==> src/rtl/dmem_arbiter_if.sv <==
// dmem_arbiter_if: CPU, DBG and Data_Memory bus signals of the data-memory arbiter
interface dmem_arbiter_if #(parameter int ADDR_W = 32, parameter int DATA_W = 32);
  logic              cpu_req;
  logic              cpu_we;
  logic [6:0]        cpu_opcode;
  logic [2:0]        cpu_func3;
  logic [ADDR_W-1:0] cpu_addr;
  logic [DATA_W-1:0] cpu_wdata;
  logic              cpu_gnt;
  logic              cpu_stall;
  logic [DATA_W-1:0] cpu_rdata;
  logic              cpu_rvalid;
  logic              dbg_req;
  logic              dbg_we;
  logic [2:0]        dbg_func3;
  logic [ADDR_W-1:0] dbg_addr;
  logic [DATA_W-1:0] dbg_wdata;
  logic              dbg_gnt;
  logic [DATA_W-1:0] dbg_rdata;
  logic              dbg_rvalid;
  logic              mem_read;
  logic              mem_write;
  logic [6:0]        opcode;
  logic [2:0]        func3;
  logic [ADDR_W-1:0] addr;
  logic [DATA_W-1:0] dataW;
  logic [DATA_W-1:0] dataR;
  modport slave (
    input  cpu_req, cpu_we, cpu_opcode, cpu_func3, cpu_addr, cpu_wdata,
    input  dbg_req, dbg_we, dbg_func3, dbg_addr, dbg_wdata, dataR,
    output cpu_gnt, cpu_stall, cpu_rdata, cpu_rvalid,
    output dbg_gnt, dbg_rdata, dbg_rvalid,
    output mem_read, mem_write, opcode, func3, addr, dataW
  );
  modport master (
    output cpu_req, cpu_we, cpu_opcode, cpu_func3, cpu_addr, cpu_wdata,
    output dbg_req, dbg_we, dbg_func3, dbg_addr, dbg_wdata, dataR,
    input  cpu_gnt, cpu_stall, cpu_rdata, cpu_rvalid,
    input  dbg_gnt, dbg_rdata, dbg_rvalid,
    input  mem_read, mem_write, opcode, func3, addr, dataW
  );
endinterface

==> src/rtl/dmem_arbiter.sv <==
// dmem_arbiter: shares Data_Memory between CPU and DBG; optional DMEM_ARB_LOCK_EN adds dbg_lock
module dmem_arbiter #(
  parameter int ADDR_W     = 32,
  parameter int DATA_W     = 32,
  parameter int STARVE_MAX = 4
) (
  input logic clk,
  input logic rst,
`ifdef DMEM_ARB_LOCK_EN
  input logic dbg_lock,
`endif
  dmem_arbiter_if.slave bus
);
  localparam int CW = $clog2(STARVE_MAX + 1);
  logic              lock;
  logic              cpu_gnt, dbg_gnt;
  logic [CW-1:0]     starve_q, starve_d;
  logic              mem_read_q, mem_read_d, mem_write_q, mem_write_d;
  logic              owner_q, owner_d;
  logic [6:0]        opcode_q, opcode_d;
  logic [2:0]        func3_q, func3_d;
  logic [ADDR_W-1:0] addr_q, addr_d;
  logic [DATA_W-1:0] wdata_q, wdata_d;
  logic [DATA_W-1:0] cpu_rdata_q, cpu_rdata_d, dbg_rdata_q, dbg_rdata_d;
  logic              cpu_rvalid_q, cpu_rvalid_d, dbg_rvalid_q, dbg_rvalid_d;
`ifdef DMEM_ARB_LOCK_EN
  assign lock = dbg_lock;
`else
  assign lock = 1'b0;
`endif
  // grant: CPU has priority unless DBG has waited STARVE_MAX grants or holds the lock; nothing is granted in reset
  always_comb begin
    dbg_gnt = ~rst & bus.dbg_req & (lock | ~bus.cpu_req | (starve_q == CW'(STARVE_MAX)));
    cpu_gnt = ~rst & bus.cpu_req & ~lock & ~dbg_gnt;
  end
  // next state: starvation counter, registered bus fields with owner tag, and load-data return to the owner
  always_comb begin
    starve_d     = (lock | ~bus.dbg_req | dbg_gnt) ? '0 :
                   (cpu_gnt & (starve_q != CW'(STARVE_MAX))) ? starve_q + CW'(1) : starve_q;
    mem_read_d   = (cpu_gnt & ~bus.cpu_we) | (dbg_gnt & ~bus.dbg_we);
    mem_write_d  = (cpu_gnt & bus.cpu_we) | (dbg_gnt & bus.dbg_we);
    owner_d      = dbg_gnt ? 1'b1 : cpu_gnt ? 1'b0 : owner_q;
    opcode_d     = dbg_gnt ? (bus.dbg_we ? 7'd35 : 7'd3) : cpu_gnt ? bus.cpu_opcode : opcode_q;
    func3_d      = dbg_gnt ? bus.dbg_func3 : cpu_gnt ? bus.cpu_func3 : func3_q;
    addr_d       = dbg_gnt ? bus.dbg_addr : cpu_gnt ? bus.cpu_addr : addr_q;
    wdata_d      = dbg_gnt ? bus.dbg_wdata : cpu_gnt ? bus.cpu_wdata : wdata_q;
    cpu_rvalid_d = mem_read_q & ~owner_q;
    dbg_rvalid_d = mem_read_q & owner_q;
    cpu_rdata_d  = cpu_rvalid_d ? bus.dataR : cpu_rdata_q;
    dbg_rdata_d  = dbg_rvalid_d ? bus.dataR : dbg_rdata_q;
  end
  // state registers; reset clears everything, including an access already on the bus
  always_ff @(posedge clk or posedge rst) begin
    if (rst) begin
      starve_q     <= '0;
      mem_read_q   <= 1'b0;
      mem_write_q  <= 1'b0;
      owner_q      <= 1'b0;
      opcode_q     <= '0;
      func3_q      <= '0;
      addr_q       <= '0;
      wdata_q      <= '0;
      cpu_rdata_q  <= '0;
      dbg_rdata_q  <= '0;
      cpu_rvalid_q <= 1'b0;
      dbg_rvalid_q <= 1'b0;
    end else begin
      starve_q     <= starve_d;
      mem_read_q   <= mem_read_d;
      mem_write_q  <= mem_write_d;
      owner_q      <= owner_d;
      opcode_q     <= opcode_d;
      func3_q      <= func3_d;
      addr_q       <= addr_d;
      wdata_q      <= wdata_d;
      cpu_rdata_q  <= cpu_rdata_d;
      dbg_rdata_q  <= dbg_rdata_d;
      cpu_rvalid_q <= cpu_rvalid_d;
      dbg_rvalid_q <= dbg_rvalid_d;
    end
  end
  assign bus.cpu_gnt    = cpu_gnt;
  assign bus.cpu_stall  = ~rst & bus.cpu_req & ~cpu_gnt;
  assign bus.dbg_gnt    = dbg_gnt;
  assign bus.cpu_rdata  = cpu_rdata_q;
  assign bus.cpu_rvalid = cpu_rvalid_q;
  assign bus.dbg_rdata  = dbg_rdata_q;
  assign bus.dbg_rvalid = dbg_rvalid_q;
  assign bus.mem_read   = mem_read_q;
  assign bus.mem_write  = mem_write_q;
  assign bus.opcode     = opcode_q;
  assign bus.func3      = func3_q;
  assign bus.addr       = addr_q;
  assign bus.dataW      = wdata_q;
endmodule

==> src/flat_wrapper.sv <==
// flat-port wrapper written by rule: the top's interface ports become plain ports
module dmem_arbiter_flat 
#(
  parameter int ADDR_W     = 32,
  parameter int DATA_W     = 32,
  parameter int STARVE_MAX = 4
)
  (clk, rst, bus_cpu_req, bus_cpu_we, bus_cpu_opcode, bus_cpu_func3, bus_cpu_addr, bus_cpu_wdata, bus_dbg_req, bus_dbg_we, bus_dbg_func3, bus_dbg_addr, bus_dbg_wdata, bus_dataR, bus_cpu_gnt, bus_cpu_stall, bus_cpu_rdata, bus_cpu_rvalid, bus_dbg_gnt, bus_dbg_rdata, bus_dbg_rvalid, bus_mem_read, bus_mem_write, bus_opcode, bus_func3, bus_addr, bus_dataW);
  dmem_arbiter_if #(.ADDR_W(ADDR_W), .DATA_W(DATA_W)) bus_i ();
  input logic clk;
  input logic rst;
  input wire logic [$bits(bus_i.cpu_req)-1:0] bus_cpu_req;
  input wire logic [$bits(bus_i.cpu_we)-1:0] bus_cpu_we;
  input wire logic [$bits(bus_i.cpu_opcode)-1:0] bus_cpu_opcode;
  input wire logic [$bits(bus_i.cpu_func3)-1:0] bus_cpu_func3;
  input wire logic [$bits(bus_i.cpu_addr)-1:0] bus_cpu_addr;
  input wire logic [$bits(bus_i.cpu_wdata)-1:0] bus_cpu_wdata;
  input wire logic [$bits(bus_i.dbg_req)-1:0] bus_dbg_req;
  input wire logic [$bits(bus_i.dbg_we)-1:0] bus_dbg_we;
  input wire logic [$bits(bus_i.dbg_func3)-1:0] bus_dbg_func3;
  input wire logic [$bits(bus_i.dbg_addr)-1:0] bus_dbg_addr;
  input wire logic [$bits(bus_i.dbg_wdata)-1:0] bus_dbg_wdata;
  input wire logic [$bits(bus_i.dataR)-1:0] bus_dataR;
  output wire logic [$bits(bus_i.cpu_gnt)-1:0] bus_cpu_gnt;
  output wire logic [$bits(bus_i.cpu_stall)-1:0] bus_cpu_stall;
  output wire logic [$bits(bus_i.cpu_rdata)-1:0] bus_cpu_rdata;
  output wire logic [$bits(bus_i.cpu_rvalid)-1:0] bus_cpu_rvalid;
  output wire logic [$bits(bus_i.dbg_gnt)-1:0] bus_dbg_gnt;
  output wire logic [$bits(bus_i.dbg_rdata)-1:0] bus_dbg_rdata;
  output wire logic [$bits(bus_i.dbg_rvalid)-1:0] bus_dbg_rvalid;
  output wire logic [$bits(bus_i.mem_read)-1:0] bus_mem_read;
  output wire logic [$bits(bus_i.mem_write)-1:0] bus_mem_write;
  output wire logic [$bits(bus_i.opcode)-1:0] bus_opcode;
  output wire logic [$bits(bus_i.func3)-1:0] bus_func3;
  output wire logic [$bits(bus_i.addr)-1:0] bus_addr;
  output wire logic [$bits(bus_i.dataW)-1:0] bus_dataW;
  assign bus_i.cpu_req = bus_cpu_req;
  assign bus_i.cpu_we = bus_cpu_we;
  assign bus_i.cpu_opcode = bus_cpu_opcode;
  assign bus_i.cpu_func3 = bus_cpu_func3;
  assign bus_i.cpu_addr = bus_cpu_addr;
  assign bus_i.cpu_wdata = bus_cpu_wdata;
  assign bus_i.dbg_req = bus_dbg_req;
  assign bus_i.dbg_we = bus_dbg_we;
  assign bus_i.dbg_func3 = bus_dbg_func3;
  assign bus_i.dbg_addr = bus_dbg_addr;
  assign bus_i.dbg_wdata = bus_dbg_wdata;
  assign bus_i.dataR = bus_dataR;
  assign bus_cpu_gnt = bus_i.cpu_gnt;
  assign bus_cpu_stall = bus_i.cpu_stall;
  assign bus_cpu_rdata = bus_i.cpu_rdata;
  assign bus_cpu_rvalid = bus_i.cpu_rvalid;
  assign bus_dbg_gnt = bus_i.dbg_gnt;
  assign bus_dbg_rdata = bus_i.dbg_rdata;
  assign bus_dbg_rvalid = bus_i.dbg_rvalid;
  assign bus_mem_read = bus_i.mem_read;
  assign bus_mem_write = bus_i.mem_write;
  assign bus_opcode = bus_i.opcode;
  assign bus_func3 = bus_i.func3;
  assign bus_addr = bus_i.addr;
  assign bus_dataW = bus_i.dataW;
  dmem_arbiter #(.ADDR_W(ADDR_W), .DATA_W(DATA_W), .STARVE_MAX(STARVE_MAX)) u_core (.clk(clk), .rst(rst), .bus(bus_i));
endmodule
==> config.mk <==
export PLATFORM = sky130hd
export DESIGN_NAME = dmem_arbiter_flat
export DESIGN_NICKNAME = d
export VERILOG_FILES = /design/src/rtl/dmem_arbiter_if.sv /design/src/rtl/dmem_arbiter.sv /design/src/flat_wrapper.sv
export SDC_FILE = /design/constraint.sdc
export NUM_CORES = 1
export LEC_CHECK = 0
export ABC_CLOCK_PERIOD_IN_PS = 21700
export CORE_MARGIN = 1
export CORE_UTILIZATION = 30
export CTS_CLUSTER_DIAMETER = 150
export DETAILED_ROUTE_END_ITERATION = 8
export PLACE_DENSITY = 0.71
export SLEW_MARGIN = 20
export SYNTH_ARGS = -nofsm -noshare
export SYNTH_HDL_FRONTEND = slang
export SYNTH_SLANG_ARGS = --single-unit
==> constraint.sdc <==
create_clock -name clk -period 21.7 [get_ports clk]
set_input_delay 4.34 -clock clk [delete_from_list [all_inputs] [get_ports clk]]
set_output_delay 4.34 -clock clk [all_outputs]
set_load 0.01 [all_outputs]
==> impl_metrics.env, run 1 <==
export IMPL_grtUsageTotal_pct=18.0
export IMPL_required_ps=17360
export IMPL_io_buffer_count=323
export IMPL_core_area_um2=20400
export IMPL_wl_per_cell_um=17.0
export IMPL_regArea_um2=3650
export IMPL_skew_ps=6.76
export IMPL_cp_max_fo=122
export IMPL_avgSynthCellArea_um2=11.6
export IMPL_cts_sinks=146
export IMPL_clockPowerShare_pct=33.3
export IMPL_dp_cells=1094
export IMPL_synth_seq_cells=146
export IMPL_whs_ps=504
export IMPL_worst_slack_ps=9990
export IMPL_critPathKind="in -> out"
export IMPL_fill_cells=1896
export IMPL_yosys_area_top_type="dfrtp_1"
export IMPL_endpoint="bus_cpu_stall"
export IMPL_vias_per_cell=4.84
export IMPL_finalHoldViolCount=0
export IMPL_layout_cells_most_common_list="clkdlybuf4s50_1 (322), dfrtp_1 (146), nand2_1 (112)"
export IMPL_ctsHoldBuffers=0
export IMPL_clock_latency_ps=410
export IMPL_final_util_pct=50.5
export IMPL_ys_seq_area_share_pct=58.1
export IMPL_die_y_um=147
export IMPL_r2r_end="u_core.bus.addr[22]"
export IMPL_synth_flop_cell="dfrtp_1"
export IMPL_endpoint_kind="output port"
export IMPL_cp_start_kind="input port"
export IMPL_nNetsFinal=1024
export IMPL_cp_arrival_ps=7370
export IMPL_first_global_vias=5466
export IMPL_drtIter0Drc=189
export IMPL_diodes=0
export IMPL_cap_violations=0
export IMPL_layout_cells_non_filler=1126
export IMPL_die_x_um=147
export IMPL_synth_edf_count=0
export IMPL_ir_worst_vdd_mv=0.0444
export IMPL_layout_commonest_cell="clkdlybuf4s50_1"
export IMPL_min_path_type="reg -> reg"
export IMPL_synthTopCellsByArea="dfrtp_1 (58%), mux2_2 (11%), nand2_1 (6.7%), o211ai_1 (6.4%), nand4_1 (5.4%)"
export IMPL_place_congestion=0.730
export IMPL_yosysWarnings=0
export IMPL_wl_mm=19.2
export IMPL_syn_num_nets=724
export IMPL_power_frac_comb_pct=28.3
export IMPL_first_pass_iters=4
export IMPL_drv_slew=0
export IMPL_h_tree_depth=4
export IMPL_crit_start="rst"
export IMPL_die_area_um2=21500
export IMPL_hpwl_mm=13.3
export IMPL_r2r_start="u_core.starve_q[0]"
export IMPL_leakage_nw=4.14
export IMPL_tritoncts="done"
export IMPL_clock_root_buffer="clkbuf_16"
export IMPL_status="complete, no violations"
export IMPL_pre_cts_slack_ps=9970
export IMPL_r2r_cells=6
export IMPL_cts_buffers=17
export IMPL_internal_power_w=0.000667
export IMPL_worst_pin_slew_ps=993
export IMPL_cts_buffer_depth=2
export IMPL_grt_start_max_net_pins=123
export IMPL_fmax_mhz=85.4
export IMPL_globalRouteOverflowTotal=0
export IMPL_start_util_pct=30.9
export IMPL_antenna_found_initial=0
export IMPL_ys_types=31
export IMPL_rows=52
export IMPL_switching_share_pct=28.0
export IMPL_relSlewSlack_pct=33.7
export IMPL_finalSetupTns_ps=0
export IMPL_dr_total_vias=5454
export IMPL_syn_to_final_growth_pct=63.7
export IMPL_postCtsSetupBuffers=0
export IMPL_syn_inst=543
export IMPL_cellPowerDensity_nw_per_um2=90.0
export IMPL_setup_viol=0
export IMPL_io_pins=324
export IMPL_post_route_period_util_pct=54.0
export IMPL_synthesis_area_um2=6290
export IMPL_async_flop_share_pct=100
export IMPL_period_needed_ps=11710
export IMPL_r2r_setup_slack_ps=19110
export IMPL_yosysTopAreaCellShare_pct=58.1
export IMPL_rsz0062_at_grt="false"
export IMPL_seq_power_share_pct=38.4
export IMPL_postRouteAntennaNets=0
export IMPL_p_switching_w=0.000259
export IMPL_clk_pin_slew_ps=60
export IMPL_post_route_drc_count=0
export IMPL_postCtsResizedCells=0
export IMPL_multi_input_area_um2=2380
export IMPL_layout_drive_gt1_share_pct=13.1
export IMPL_grt_pass1_wl_mm=30.3
kinds of logic (layout without fill, tap and decap cells):
kind of cell             after synthesis  after routing  synth area share (%)
flip-flops                           146            146                  58.1
adder cells (fa/ha/maj)                2              2                 0.398
AO/OA/AOI/OAI                         85             85                  10.9
buffers and inverters                 54            367                  4.44
multiplexers                          65             65                  11.6
AND/OR/NAND/NOR                      191            191                  14.6
power by group through the flow:
stage	logic, W	registers [W]	clock network (W)
floorplan	0.0000728	0.000386	0
global placement	0.000262	0.000359	0
detailed placement	0.000265	0.000361	0
CTS	0.000265	0.000356	0.000316
global route	0.000280	0.000363	0.000328
finish	0.000262	0.000356	0.000308
metal layers:
layer / global-route usage (%) / up-vias / routed length [um]
met2: 29.3 / 246 / 9160
met3: 5.31 / 11 / 1670
met5: 0 / - / 0
met1: 23.3 / 2626 / 8170
li1: - / 2571 / -
met4: 5.00 / 0 / 157
synthesized netlist by cell type (2+ instances only):
cell type  number
dfrtp_1       146
nand2_1       112
mux2_2         64
nand4_1        54
o211ai_1       54
clkbuf_1       30
and2_1         15
a221o_1        14
buf_6           9
buf_2           7
a22o_1          5
inv_1           5
a21boi_0        4
buf_1           3
ha_1            2
nand2b_1        2
nand3_1         2
nor2b_1         2
through the flow:
| stage | area [um2] | total power, W |
|---|---|---|
| floorplan | 6290 | 0.000458 |
| global placement | 9670 | 0.000621 |
| detailed placement | 9670 | 0.000625 |
| CTS | 10300 | 0.000937 |
| global route | 10300 | 0.000972 |
| finish | 10300 | 0.000926 |
registers in the layout, indices dropped and copies added, names as in the netlist, 3 cells and up:
| name | flops |
|---|---|
| u_core.bus.addr | 32 |
| u_core.bus.cpu_rdata | 32 |
| u_core.bus.dataW | 32 |
| u_core.bus.dbg_rdata | 32 |
| u_core.bus.func3 | 3 |
| u_core.bus.opcode | 7 |
| u_core.starve_q | 3 |
worst min-delay path by stage:
stage	startpoint	end	slack (ps)	depth (start not counted)
after global routing	u_core.bus.dbg_rdata[13]	u_core.bus.dbg_rdata[13]	510	1
final	u_core.bus.dbg_rdata[18]	u_core.bus.dbg_rdata[18]	500	1
after global placement	u_core.bus.dbg_rdata[24]	u_core.bus.dbg_rdata[24]	490	1
after CTS	u_core.bus.dbg_rdata[9]	u_core.bus.dbg_rdata[9]	510	1
after floorplan	u_core.owner_q	u_core.owner_q	470	1
after detailed placement	u_core.bus.opcode[2]	u_core.bus.opcode[2]	490	1
layout make-up:
class / instances / area share (%)
clock buffer: 17 / 4.13
multi-input combinational: 343 / 23.1
inverter: 5 / 0.255
sequential: 146 / 35.5
tap: 270 / 3.28
clock inverter: 15 / 1.86
timing repair buffer: 330 / 31.9
worst max-delay path, stage by stage:
cell and delay (ps):
clkdlybuf4s50_1 610, inv_8 650, and3_4 870, and2_1 230, clkdlybuf4s50_1 530
No activity file was read; power rests on OpenSTA's default activity.
==> run 2: changes to the inputs <==
--- a/config.mk
+++ b/config.mk
@@ -5,12 +5,12 @@
 export SDC_FILE = /design/constraint.sdc
 export NUM_CORES = 1
 export LEC_CHECK = 0
-export ABC_CLOCK_PERIOD_IN_PS = 21700
+export ABC_CLOCK_PERIOD_IN_PS = 10200
 export CORE_MARGIN = 1
 export CORE_UTILIZATION = 30
 export CTS_CLUSTER_DIAMETER = 150
 export DETAILED_ROUTE_END_ITERATION = 8
-export PLACE_DENSITY = 0.71
+export PLACE_DENSITY = 0.74
 export SLEW_MARGIN = 20
 export SYNTH_ARGS = -nofsm -noshare
 export SYNTH_HDL_FRONTEND = slang
==> constraint.sdc (replaced) <==
create_clock -name clk -period 10.2 [get_ports clk]
set_input_delay 2.04 -clock clk [delete_from_list [all_inputs] [get_ports clk]]
set_output_delay 2.04 -clock clk [all_outputs]
set_load 0.01 [all_outputs]
==> run 2 against run 1 <==
  * Clock skew rose by 2.6 ps
  * Sequential power rose by 110%
  * Via count rose by 1.2%
  * Combinational power rose by 110%
  * Global-route usage rose by 0.19 points
  * Cell area fell by 0.26%
  * Critical path type unchanged
  * Hold slack got worse by 0.93 ps
  * Total power rose by 110%
==> impl_metrics.env, run 2 (synthesis results as in run 1) <==
export IMPL_status="complete, no violations"
export IMPL_wl_per_cell_um=17.3
export IMPL_die_y_um=147
export IMPL_leakage_nw=4.13
export IMPL_cp_max_fo=127
export IMPL_layout_cells_most_common_list="clkdlybuf4s50_1 (322), dfrtp_1 (146), nand2_1 (112)"
export IMPL_layout_commonest_cell="clkdlybuf4s50_1"
export IMPL_min_path_type="reg -> reg"
export IMPL_cap_violations=0
export IMPL_first_pass_iters=4
export IMPL_globalRouteOverflowTotal=0
export IMPL_whs_ps=503
export IMPL_worst_pin_slew_ps=918
export IMPL_first_global_vias=5606
export IMPL_postRouteAntennaNets=0
export IMPL_gr_usage_met1_pct=23.0
export IMPL_setup_viol=0
export IMPL_cp_slowest_cell="clkdlybuf4s50_1"
export IMPL_clock_latency_ps=410
export IMPL_finalSetupTns_ps=0
export IMPL_grt_pass1_wl_mm=30.7
export IMPL_die_area_um2=21500
export IMPL_hpwl_mm=13.5
export IMPL_h_tree_depth=4
export IMPL_skew_ps=9.34
export IMPL_stdcell_area_um2=10300
export IMPL_finalHoldViolCount=0
export IMPL_rsz0062_at_grt="false"
export IMPL_wl_mm=19.6
export IMPL_fmax_mhz=139
export IMPL_cp_start_kind="input port"
export IMPL_drtIter0Drc=200
export IMPL_tritoncts="done"
export IMPL_syn_to_final_growth_pct=63.3
export IMPL_crit_family="buffers and inverters"
export IMPL_dpl_cell_area_um2=9680
export IMPL_relSlewSlack_pct=38.8
export IMPL_rows=52
export IMPL_ctsHoldBuffers=0
export IMPL_top_usage_layer="met2"
export IMPL_start_util_pct=30.9
export IMPL_cts_buffers=17
export IMPL_path_cells="clkdlybuf4s50_1 > inv_8 > and3_4 > buf_4 > clkdlybuf4s50_1"
export IMPL_io_pins=324
export IMPL_cellPowerDensity_nw_per_um2=188
export IMPL_cp_buffers_inverters=4
export IMPL_dr_total_vias=5517
export IMPL_post_route_drc_count=0
export IMPL_layout_drive_gt1_share_pct=13.2
export IMPL_period_needed_ps=7210
export IMPL_met2_usage_pct=29.7
export IMPL_grtUsageTotal_pct=18.2
export IMPL_required_ps=8160
export IMPL_critical_path_max_stage_delay_ps=630
export IMPL_clock_root_buffer="clkbuf_16"
export IMPL_endpoint_kind="output port"
export IMPL_io_buffer_count=323
export IMPL_antenna_found_initial=1
export IMPL_cts_sinks=146
export IMPL_clk_pin_slew_ps=60
export IMPL_cts_buffer_depth=2
export IMPL_place_congestion=0.784
export IMPL_post_route_period_util_pct=70.7
export IMPL_die_x_um=147
export IMPL_grt_start_max_net_pins=128
export IMPL_cp_arrival_ps=5170
export IMPL_drv_slew=0
export IMPL_nNetsFinal=1025
export IMPL_cpMostUsedCell="clkdlybuf4s50_1"
export IMPL_postCtsResizedCells=0
export IMPL_critPathKind="in -> out"
export IMPL_grt_use_met3_pct=5.62
export IMPL_postCtsSetupBuffers=0
export IMPL_ir_worst_vdd_mv=0.0995
export IMPL_core_area_um2=20400
export IMPL_vias_per_cell=4.89
==> run 2: path summary, 6_finish.rpt <==
path	from	end	slack, ps	depth (start not counted)
max	rst	bus_dbg_gnt	2990	5
min	u_core.bus.dbg_rdata[7]	u_core.bus.dbg_rdata[7]	500	1
max reg2reg	u_core.starve_q[0]	u_core.bus.addr[27]	7390	6
min reg2reg	u_core.bus.dbg_rdata[7]	u_core.bus.dbg_rdata[7]	500	1
max in group asynchronous	rst	u_core.bus.dataW[18]	6290	3
min in group asynchronous	rst	u_core.bus.dataW[13]	2330	2
==> run 2: through the flow <==
step,setup slack [ps],utilization [%],cells,power [W]
after detailed placement,2680,47.5,1095,0.00133
after floorplan,2180,-,543,0.000975
after CTS,2670,50.4,1127,0.00196
final,2990,50.4,1128,0.00193
after global routing,2810,50.4,1127,0.00203
after global placement,2730,47.5,1095,0.00132
==> run 2: layout make-up <==
cell class              instances  area (um2)
diodes                          1        2.50
clock buffers                  17         425
clock inverters                15         154
fillers                      1847       10100
inverters                       5        26.3
multi-input cells             343        2380
flip-flops and latches        146        3650
well taps                     270         338
repair buffers                331        3290
==> run 2: where the power goes <==
| group | switching [W] | total, W | leakage [nW] | internal [W] |
|---|---|---|---|---|
| Sequential | 0.0000589 | 0.000755 | 1.76 | 0.000697 |
| Combinational | 0.000212 | 0.000560 | 2.09 | 0.000347 |
| Clock | 0.000287 | 0.000615 | 0.285 | 0.000328 |
==> run 2: per-layer routing <==
| metal | share of wire [%] | up-vias |
|---|---|---|
| met5 | 0 | - |
| met4 | 1.6 | 0 |
| met3 | 9.3 | 24 |
| met2 | 47 | 270 |
| met1 | 42 | 2656 |
| li1 | - | 2567 |
==> run 3: changes to the inputs <==
--- a/config.mk
+++ b/config.mk
@@ -5,12 +5,12 @@
 export SDC_FILE = /design/constraint.sdc
 export NUM_CORES = 1
 export LEC_CHECK = 0
-export ABC_CLOCK_PERIOD_IN_PS = 10200
+export ABC_CLOCK_PERIOD_IN_PS = 6680
 export CORE_MARGIN = 1
 export CORE_UTILIZATION = 30
 export CTS_CLUSTER_DIAMETER = 150
 export DETAILED_ROUTE_END_ITERATION = 8
-export PLACE_DENSITY = 0.74
+export PLACE_DENSITY = 0.71
 export SLEW_MARGIN = 20
 export SYNTH_ARGS = -nofsm -noshare
 export SYNTH_HDL_FRONTEND = slang
==> constraint.sdc (replaced) <==
create_clock -name clk -period 6.68 [get_ports clk]
set_input_delay 1.336 -clock clk [delete_from_list [all_inputs] [get_ports clk]]
set_output_delay 1.336 -clock clk [all_outputs]
set_load 0.01 [all_outputs]
==> run 3 against run 2 <==
  * Register-to-register slack got worse by 2900 ps
  * Clock power rose by 59%
  * Sequential cell count is the same
  * Clock skew increased by 1.8 ps
  * Largest cell class unchanged
==> impl_metrics.env, run 3 (synthesis results as in run 1) <==
export IMPL_path_cells="clkdlybuf4s50_1 > inv_8 > and3_4 > and2_1 > clkdlybuf4s50_1"
export IMPL_cpMostUsedCell="clkdlybuf4s50_1"
export IMPL_grtUsageTotal_pct=18.6
export IMPL_dr_total_vias=5548
export IMPL_place_congestion=0.751
export IMPL_die_area_um2=21500
export IMPL_relSlewSlack_pct=33.7
export IMPL_start_util_pct=30.9
export IMPL_skew_ps=11.2
export IMPL_drtIter0Drc=195
export IMPL_worstHoldStart="u_core.bus.addr[22]"
export IMPL_h_tree_depth=4
export IMPL_diodes=0
export IMPL_cp_max_fo=49
export IMPL_crit_family="buffers and inverters"
export IMPL_antenna_found_initial=0
export IMPL_min_path_type="reg -> reg"
export IMPL_cts_buffer_depth=2
export IMPL_multi_input_area_um2=2380
export IMPL_finalSetupTns_ps=0
export IMPL_cts_buffers=17
export IMPL_postRouteAntennaNets=0
export IMPL_tritoncts="done"
export IMPL_io_buffer_count=323
export IMPL_die_y_um=147
export IMPL_globalRouteOverflowTotal=0
export IMPL_worst_pin_slew_ps=994
export IMPL_clock_root_buffer="clkbuf_16"
export IMPL_layout_commonest_cell="clkdlybuf4s50_1"
export IMPL_dr_wl_met3_mm=1.62
export IMPL_regArea_um2=3650
export IMPL_core_area_um2=20400
export IMPL_layout_cells_most_common_list="clkdlybuf4s50_1 (322), dfrtp_1 (146), nand2_1 (112)"
export IMPL_leakage_nw=4.14
export IMPL_postCtsSetupBuffers=0
export IMPL_cp_buffers_inverters=3
export IMPL_highest_layer="met4"
export IMPL_fmax_mhz=216
export IMPL_wl_met1_mm=8.58
export IMPL_r2r_end="u_core.bus.addr[11]"
export IMPL_postCtsResizedCells=0
export IMPL_rsz0062_at_grt="false"
export IMPL_cellPowerDensity_nw_per_um2=290
export IMPL_critical_path_max_stage_delay_ps=600
export IMPL_status="complete, no violations"
export IMPL_cp_start_kind="input port"
export IMPL_finalHoldViolCount=0
export IMPL_drv_slew=0
export IMPL_required_ps=5340
export IMPL_grt_pass1_wl_mm=31.2
export IMPL_cp_depth=5
export IMPL_fill_cells=1882
export IMPL_period_needed_ps=4620
export IMPL_rows=52
export IMPL_nNetsFinal=1026
export IMPL_setup_viol=0
export IMPL_post_route_drc_count=0
export IMPL_r2r_cells=6
export IMPL_r2r_setup_slack_ps=4520
export IMPL_cap_violations=0
export IMPL_ir_worst_vdd_mv=0.145
export IMPL_vias_per_cell=4.92
export IMPL_io_pins=324
export IMPL_cp_slowest_cell="clkdlybuf4s50_1"
export IMPL_first_global_vias=5500
export IMPL_routed_wl_met2_mm=9.14
export IMPL_final_util_pct=50.6
export IMPL_cts_sinks=146
export IMPL_ctsHoldBuffers=0
export IMPL_endpoint_kind="output port"
export IMPL_r2r_start="u_core.starve_q[0]"
export IMPL_die_x_um=147
export IMPL_grt_start_max_net_pins=81
export IMPL_critPathKind="in -> out"
export IMPL_post_route_period_util_pct=69.2
export IMPL_first_pass_iters=4
export IMPL_syn_to_final_growth_pct=63.8
export IMPL_hpwl_mm=13.3
export IMPL_wl_mm=19.7
export IMPL_cp_arrival_ps=3280
export IMPL_layout_drive_gt1_share_pct=13.3
export IMPL_clock_latency_ps=420
export IMPL_endpoint="bus_cpu_stall"
export IMPL_crit_start="rst"
export IMPL_clk_pin_slew_ps=60
export IMPL_wl_per_cell_um=17.4
-- run 3: report_power, final --
group | switching [W] | total, W | internal [W]
sequential | 0.0000930 | 0.00116 | 0.00106
combinational | 0.000323 | 0.000853 | 0.000531
clock | 0.000434 | 0.000979 | 0.000545
-- run 3: cell type report --
class | count | area share [%]
flip-flops and latches | 146 | 35.5
repair buffers | 332 | 32.0
multi-input cells | 343 | 23.1
clock buffers | 18 | 4.27
well taps | 270 | 3.28
clock inverters | 14 | 1.63
inverters | 5 | 0.255
-- run 3: worst min-delay path by stage --
stage                               endpoint  slack (ps)  depth (start not counted)
global placement        u_core.bus.opcode[3]         490                          1
CTS                 u_core.bus.dbg_rdata[22]         510                          1
detailed placement      u_core.bus.opcode[4]         490                          1
global route        u_core.bus.dbg_rdata[16]         520                          1
floorplan                     u_core.owner_q         470                          1
finish                   u_core.bus.addr[22]         500                          2
-- run 3: stage by stage --
step,total power [W],instance area (um2),setup WS [ps],std cells,hold slack (ps)
floorplan,0.00149,6290,2620,543,472
CTS,0.00303,10300,2010,1128,507
global route,0.00314,10300,1910,1128,519
detailed placement,0.00204,9690,2020,1096,490
global placement,0.00202,9690,2020,1096,487
finish,0.00299,10300,2060,1128,502
-- run 3: worst min-delay path, delay by kind of cell, from the launching register on --
family          cells  cell delay (ps)
compound gates      1               80
flops               1              340
simple gates        1               50
-- run 3: per-layer routing --
metal,global-route usage [%],vias up
met2,29.6,259
met4,5.10,0
met3,6.18,25
li1,-,2564
met5,0,-
met1,24.0,2700
